## src/rtl/oam_sprite_evaluator.sv

```systemverilog
// OAM sprite evaluator: scans all 64 OAM entries for one scanline and
// copies the first MAX_SPRITES entries whose rows cover that line into the
// secondary sprite buffer, reporting count, overflow and sprite-0 hit.
module oam_sprite_evaluator #(
    parameter int MAX_SPRITES = 8,
    parameter int SLOT_W      = 3
) (
    input  logic              clk,
    input  logic              reset,
    input  logic              start,
    input  logic [7:0]        scanline,
    input  logic              sprite_size_16,
    output logic [5:0]        oam_read_addr,
    input  logic [31:0]       oam_read_data,
    output logic              sec_write_enable,
    output logic [SLOT_W-1:0] sec_write_addr,
    output logic [31:0]       sec_write_data,
    output logic [3:0]        sec_row,
    output logic              busy,
    output logic              done,
    output logic [SLOT_W:0]   sprite_count,
    output logic              overflow,
    output logic              sprite0_on_line
);

    typedef enum logic [1:0] {IDLE, SCAN, DRAIN} state_t;

    localparam logic [SLOT_W:0] COUNT_MAX = MAX_SPRITES[SLOT_W:0];
    localparam logic [SLOT_W:0] COUNT_ONE = (SLOT_W+1)'(1);

    state_t            state_reg;
    state_t            state_next;
    logic [5:0]        idx_reg;
    logic [7:0]        line_reg;
    logic              size16_reg;
    logic              data_valid_reg;
    logic [5:0]        data_idx_reg;
    logic [SLOT_W:0]   count_reg;
    logic              overflow_reg;
    logic              sprite0_reg;
    logic              done_reg;
    logic              we_reg;
    logic [SLOT_W-1:0] waddr_reg;
    logic [31:0]       wdata_reg;
    logic [3:0]        row_reg;

    logic              start_accept;
    logic [8:0]        diff;
    logic              match;
    logic              room;

    // Start is only honoured when no evaluation is running.
    assign start_accept = (state_reg == IDLE) && start;

    // Row offset of the current entry; a borrow (diff[8]) means the sprite
    // starts below this line, so there is no wrap-around from Y near 255.
    assign diff  = {1'b0, line_reg} - {1'b0, oam_read_data[7:0]};
    assign match = data_valid_reg && !diff[8]
                   && (diff[7:0] < (size16_reg ? 8'd16 : 8'd8));
    assign room  = count_reg < COUNT_MAX;

    // State register.
    always_ff @(posedge clk) begin
        if (reset) begin
            state_reg <= IDLE;
        end else begin
            state_reg <= state_next;
        end
    end

    // Next-state logic: 64 scan cycles then 2 drain cycles for the read
    // latency and the registered write of the last entry.
    always_comb begin
        state_next = state_reg;
        case (state_reg)
            IDLE:    if (start) state_next = SCAN;
            SCAN:    if (idx_reg == 6'd63) state_next = DRAIN;
            DRAIN:   if (idx_reg == 6'd1) state_next = IDLE;
            default: state_next = IDLE;
        endcase
    end

    // FSM outputs derived from the current state.
    always_comb begin
        busy          = (state_reg != IDLE);
        oam_read_addr = (state_reg == SCAN) ? idx_reg : 6'd0;
    end

    // Per-state cycle index, read-data pipeline tag and done pulse.
    always_ff @(posedge clk) begin
        if (reset) begin
            idx_reg        <= 6'd0;
            data_valid_reg <= 1'b0;
            data_idx_reg   <= 6'd0;
            done_reg       <= 1'b0;
        end else begin
            if (state_reg == IDLE || state_next != state_reg) begin
                idx_reg <= 6'd0;
            end else begin
                idx_reg <= idx_reg + 6'd1;
            end
            data_valid_reg <= (state_reg == SCAN);
            data_idx_reg   <= idx_reg;
            done_reg       <= (state_reg == DRAIN) && (state_next == IDLE);
        end
    end

    // Line parameters captured with an accepted start.
    always_ff @(posedge clk) begin
        if (reset) begin
            line_reg   <= 8'd0;
            size16_reg <= 1'b0;
        end else if (start_accept) begin
            line_reg   <= scanline;
            size16_reg <= sprite_size_16;
        end
    end

    // Match bookkeeping: stored count, sticky overflow and sprite-0 hit.
    always_ff @(posedge clk) begin
        if (reset) begin
            count_reg    <= '0;
            overflow_reg <= 1'b0;
            sprite0_reg  <= 1'b0;
        end else if (start_accept) begin
            count_reg    <= '0;
            overflow_reg <= 1'b0;
            sprite0_reg  <= 1'b0;
        end else if (match) begin
            if (room) begin
                count_reg <= count_reg + COUNT_ONE;
            end else begin
                overflow_reg <= 1'b1;
            end
            if (data_idx_reg == 6'd0) begin
                sprite0_reg <= 1'b1;
            end
        end
    end

    // Registered secondary-buffer write; all fields zero when not writing.
    always_ff @(posedge clk) begin
        if (reset) begin
            we_reg    <= 1'b0;
            waddr_reg <= '0;
            wdata_reg <= 32'd0;
            row_reg   <= 4'd0;
        end else if (match && room) begin
            we_reg    <= 1'b1;
            waddr_reg <= count_reg[SLOT_W-1:0];
            wdata_reg <= oam_read_data;
            row_reg   <= diff[3:0];
        end else begin
            we_reg    <= 1'b0;
            waddr_reg <= '0;
            wdata_reg <= 32'd0;
            row_reg   <= 4'd0;
        end
    end

    assign sec_write_enable = we_reg;
    assign sec_write_addr   = waddr_reg;
    assign sec_write_data   = wdata_reg;
    assign sec_row          = row_reg;
    assign done             = done_reg;
    assign sprite_count     = count_reg;
    assign overflow         = overflow_reg;
    assign sprite0_on_line  = sprite0_reg;

endmodule

```

## config.mk

```make
export PLATFORM = sky130hd
export DESIGN_NAME = oam_sprite_evaluator
export DESIGN_NICKNAME = d
export VERILOG_FILES = /design/src/rtl/oam_sprite_evaluator.sv
export SDC_FILE = /design/constraint.sdc
export NUM_CORES = 1
export LEC_CHECK = 0
export BUFFER_PORTS_ARGS = -buffer_cell sky130_fd_sc_hd__buf_2
export CELL_PAD_IN_SITES_DETAIL_PLACEMENT = 0
export CELL_PAD_IN_SITES_GLOBAL_PLACEMENT = 1
export CORE_MARGIN = 2
export CORE_UTILIZATION = 39
export DETAILED_ROUTE_END_ITERATION = 16
export PLACE_DENSITY_LB_ADDON = 0.12
export SETUP_SLACK_MARGIN = 0.15
export SKIP_LAST_GASP = 1
export SYNTH_ARGS = -nofsm -noshare
export SYNTH_HDL_FRONTEND = slang
export SYNTH_SLANG_ARGS = --single-unit
```

## constraint.sdc

```tcl
create_clock -name clk -period 5.9 [get_ports clk]
set_input_delay 0.59 -clock clk [delete_from_list [all_inputs] [get_ports clk]]
set_output_delay 0.59 -clock clk [all_outputs]
set_load 0.02 [all_outputs]
```

## After elaboration in Yosys (flattened, before gate mapping)

Cells that the tools add are included.

- Register bits: 71
- Input port bits: 44
- Output and inout port bits: 54
- Word-level logic and storage cells: 50

- Add/sub/neg operators: 3
- Order comparisons: 2
- Equality and inequality tests: 5
- Multiplexer cells: 7
- Bitwise gates (word level): 2
- Reductions and logical operators: 17

Operator list:

| kind | count |
|---|---|
| 8-bit by 8-bit subtractor with 9-bit output | 1 |
| 8-bit by 5-bit < comparator with 1-bit output | 1 |
| 6-bit by 1-bit adder with 6-bit output, second input constant | 1 |
| 6-bit by 1-bit == test with 1-bit output, second input constant | 1 |
| 6-bit == test, second input constant | 1 |
| 6-bit logical NOT | 1 |
| 2-bit 2-to-1 mux | 3 |
| 6-bit 2-to-1 mux | 1 |
| 2-bit case mux with 3 select lines | 1 |
| 2-bit AND reduction | 3 |
| 2-bit OR reduction | 3 |
| 1-bit logical AND | 5 |
| 5-bit 2-to-1 mux | 1 |
| 4-bit by 1-bit adder with 4-bit output, second input constant | 1 |
| 2-bit logical NOT | 2 |
| 4-bit < comparator, second input constant | 1 |
| 2-bit by 1-bit == test with 1-bit output, second input constant | 1 |
| 2-bit == test, second input constant | 1 |
| 2-bit != test | 1 |
| 1-bit NOT | 2 |
| 2-bit nonzero test | 1 |
| 1-bit logical NOT | 1 |
| 1-bit logical OR | 1 |
| 1-bit 2-to-1 mux | 1 |

## Depth between registers and ports, before layout

- Word-level depth: 7
- Gate-level depth with buffers: 14
- Gate-level depth less buffers: 13

## Least setup slack after synthesis

No wires, ideal clock.

- Kind: input-to-reg
- Start point: in oam_read_data[0]
- End point: reg row_reg[2] (netlist: sec_row[2])
- Setup time: 72 ps
- Data arrival time: 3468 ps
- Required time: 5828 ps
- Path slack: 2359 ps
- Stages on the path: 12
- Path buffers: 1
- Path through: ha_1 > fa_1 > and2b_1 > o31a_1 > a21oi_1 > ha_1 > a221oi_1 > o221ai_1 > a2111oi_4 > nor3b_2 > buf_2 > nor3b_2

- Word-level cells in the longest chain between the ends: 7
- Elaborated cells between the ends (all ways): 8
- Classes of those cells: add/sub: 1; order compare: 1; bitwise: 1; reduce/logical: 5

Ends and longest elaborated chain:

| item | line | text |
|---|---|---|
| from (decl) | 14 | `input logic [31:0] oam_read_data,` |
| 8-bit by 8-bit subtractor with 9-bit output (*) | 57 | `assign diff = {1'b0, line_reg} - {1'b0, oam_read_data[7:0]};` |
| parallel branches: the longest is 6 deep, another holds 8-bit by 5-bit < comparator with 1-bit output | -- |  |
| to (signal assigned) | 152 | `row_reg <= diff[3:0];` |
| to (decl) | 45 | `logic [3:0] row_reg;` |

Mark *: on every way between the ends.
A chain may end at the register's enable or synchronous reset.

## Worst setup path after layout

- Start point: reg line_reg[0]
- End point: reg row_reg[2] (netlist: sec_row[2])

- Word-level cells in the longest chain between the ends: 7
- Elaborated cells between the ends (all ways): 8
- Classes of those cells: add/sub: 1; order compare: 1; bitwise: 1; reduce/logical: 5

Ends and longest elaborated chain:

| item | line | text |
|---|---|---|
| from (decl) | 34 | `logic [7:0] line_reg;` |
| from (signal assigned) | 114 | `line_reg <= scanline;` |
| 8-bit by 8-bit subtractor with 9-bit output (*) | 57 |  |
| parallel branches: the longest is 6 deep, another holds 8-bit by 5-bit < comparator with 1-bit output | -- |  |

Marks and branches as above.

==> impl_metrics.tcl <==
set metrics [dict create \
    outcome "complete, no violations" \
    hold_buffers 0 \
    grt_first_pass_wirelength_microns 8070 \
    clkTransAtPathRegs_ns 0.08 \
    num-nets-final 429 \
    synthArstFlopShare_pct 0 \
    grt_overflow 0 \
    worst_slack_ns 1.69 \
    p_leak_nw 1.66 \
    cts_resized 0 \
    power.switching_mw 0.214 \
    final_cell_mix "buf_2 (97), dfxtp_1 (71), and2_1 (42), nand2_1 (27), nor2_1 (20)" \
    initialDrtViolationCount 51 \
    netlist_instances 271 \
    fin_setup_tns_ns 0 \
    clock_path_buffers 2 \
    grt_usage_pct 13.9 \
    finalMaxSlewViolations 0 \
    start_kind "flop" \
    slew_headroom_pct 31.3 \
    clockPowerShare_pct 41.2 \
    port_buffers 97 \
    synthMuxAreaShare_pct 0 \
    worstReg2RegEnd "sec_row[2]" \
    core-area_sq_mm 0.00668 \
    synth_area_per_cell_sq_um 9.77 \
    swShare_pct 22.6 \
    area_growth_pct 29.0 \
    grt_pass1_vias 1789 \
    r2r_cells 12 \
    intPower_mw 0.733 \
    largest_reg_flops 32 \
    drc 0 \
    end_kind "flop" \
    postCtsSetupRepairBufs 0 \
    synth_compound_area_share_pct 9.92 \
    hold_viol 0 \
    synth_top_family_by_area "simple AND/OR/NAND/NOR gates" \
    fmax_mhz 238 \
    finalSetupViolations 0 \
    fillers 653 \
    dp_hpwl_microns 3740 \
    crit_fanout 40 \
    dieArea_sq_mm 0.00747 \
    drt-total-wl_microns 5050 \
    cp.arrival_ns 4.47 \
    die_x_microns 86.4 \
    cp.required_ns 6.16 \
    drv_cap 0 \
    yosysSeqAreaShare_pct 53.7 \
    synth_nets 328 \
    synth-edff-count 0 \
    critPathKind "reg2reg" \
    r2r-start "line_reg[0]" \
    ys_types 41 \
    cts_tree "yes" \
    vias_per_cell 4.45 \
    ys.warnings.count 0 \
    final.setup_skew_ns 0.00885 \
    tightest_slew_ns 1.03 \
    cts-buffers-inserted 9 \
    initial_utilization_pct 39.6 \
    synth_ff_type "dfxtp_1" \
    synth_xor_area_share_pct 1.98 \
    cts_max_level 3 \
    placed_cells 441 \
    netlist_area_sq_mm 0.00265 \
    crit_path_end "sec_row[2]" \
    diodes 0 \
    rows 30 \
    min_path_cells 2 \
    avgRoutedWirePerCell_microns 11.0 \
    clk_latency_ns 0.34 \
    fp.dieH_microns 86.4 \
    drive_gt1_share_pct 31.6 \
    reg2reg_slack_ns 1.69 \
    place.gp.congestion 0.787 \
    grt_start_max_net_pins 41 \
    sequentialPowerShare_pct 51.6 \
    post-place-ws_ns 1.25 \
    layout_commonest_cell "buf_2" \
    ir_worst_vdd_mv 0.102 \
    ys_ff_latch 71 \
    synth_simple_gate_area_share_pct 24.7 \
    hold_path_class "in2reg" \
    power_frac_comb_pct 7.3 \
    synth-adder-area-share_pct 6.42 \
    rsz0062_at_grt "false" \
    cp-startpoint "line_reg[0]" \
    clockRootBuffer "clkbuf_8" \
    min_period_ns 4.21 \
    ant_nets 0 \
    antenna_found_initial 0 \
    p_per_area_mw_per_mm2 277 \
    drt_pre_antenna_iters 4 \
    vias 2032 \
    fin_cells 457 \
    fin_crit_sh_pct 71.3 \
    cts_sinks 71 \
    pin_count 98 \
]
-- how the worst min path moves through the flow --
| stage | startpoint | to | slack (ns) |
|---|---|---|---|
| after global placement | line_reg[0] | line_reg[0] | 0.45 |
| after global routing | oam_read_data[11] | sec_write_data[11] | 0.43 |
| after detailed placement | line_reg[6] | line_reg[6] | 0.45 |
| after floorplan | line_reg[0] | line_reg[0] | 0.44 |
| final | oam_read_data[24] | sec_write_data[24] | 0.44 |
| after CTS | oam_read_data[9] | sec_write_data[9] | 0.43 |
-- power groups by stage --
stage,Clock (mW),Combinational [mW],Sequential [mW]
after floorplan,0,0.0449,0.498
after global placement,0,0.0703,0.499
after detailed placement,0,0.0697,0.499
after CTS,0.400,0.0701,0.488
after global routing,0.422,0.0800,0.489
final,0.390,0.0688,0.488
-- final cells by class --
type / count / area (sq um) / share of cell area (%)
Clock inverter: 5 / 56.3 / 1.65
Timing Repair Buffer: 97 / 485 / 14.2
Sequential cell: 71 / 1420 / 41.6
Clock buffer: 11 / 151 / 4.43
Tap cell: 80 / 100 / 2.93
Multi-Input combinational cell: 178 / 1150 / 33.5
Inverter: 15 / 56.3 / 1.65
-- worst max-delay path, stage by stage (launching register included) --
cell and delay, ns:
dfxtp_1 0.34, inv_1 0.06, ha_1 0.19, fa_1 0.38, and2b_1 0.25, o31a_1 0.18
a21oi_1 0.06, ha_1 0.29, a221oi_1 0.29, o221ai_1 0.21, a2111oi_4 0.64, nor3b_4 0.94
nor3b_2 0.31
-- cells in the mapped netlist, drive strengths merged (3+ instances only) --
| cell | n | area (sq um) |
|---|---|---|
| nand2 | 27 | 101 |
| inv | 15 | 56.3 |
| clkbuf | 5 | 21.3 |
| nor3b | 3 | 32.5 |
| xnor2 | 4 | 35.0 |
| nand2b | 3 | 18.8 |
| nand3 | 3 | 15.0 |
| nor2 | 20 | 75.1 |
| and2 | 42 | 263 |
| o21ai | 4 | 20.0 |
| nor2b | 11 | 68.8 |
| ha | 12 | 150 |
| dfxtp | 71 | 1420 |
| a21oi | 17 | 85.1 |
-- per-stage QoR --
stage	power [mW]	hold WS, ns	area [sq um]	utilization (%)
6_report	0.947	0.443	3420	51.1
5_1_grt	0.991	0.430	3420	51.1
4_1_cts	0.959	0.427	3420	51.1
3_5_place_dp	0.569	0.454	3210	48.0
3_3_place_gp	0.569	0.446	3210	48.0
2_1_floorplan	0.543	0.436	2650	-
-- per-layer routing --
layer,vias to the layer above,track usage (%),part of all wire [%]
met3,7,5.81,8.4
met1,872,16.9,47
li1,1088,-,-
met4,0,5.97,1.1
met5,-,0,0
met2,65,21.7,44
-- logic make-up after synthesis --
group	after synthesis
buf+inv	22
compound gates	38
flops	71
simple gates	121
fa+ha+maj	13
xor+xnor	6
Power figures use the tool's default switching activity.
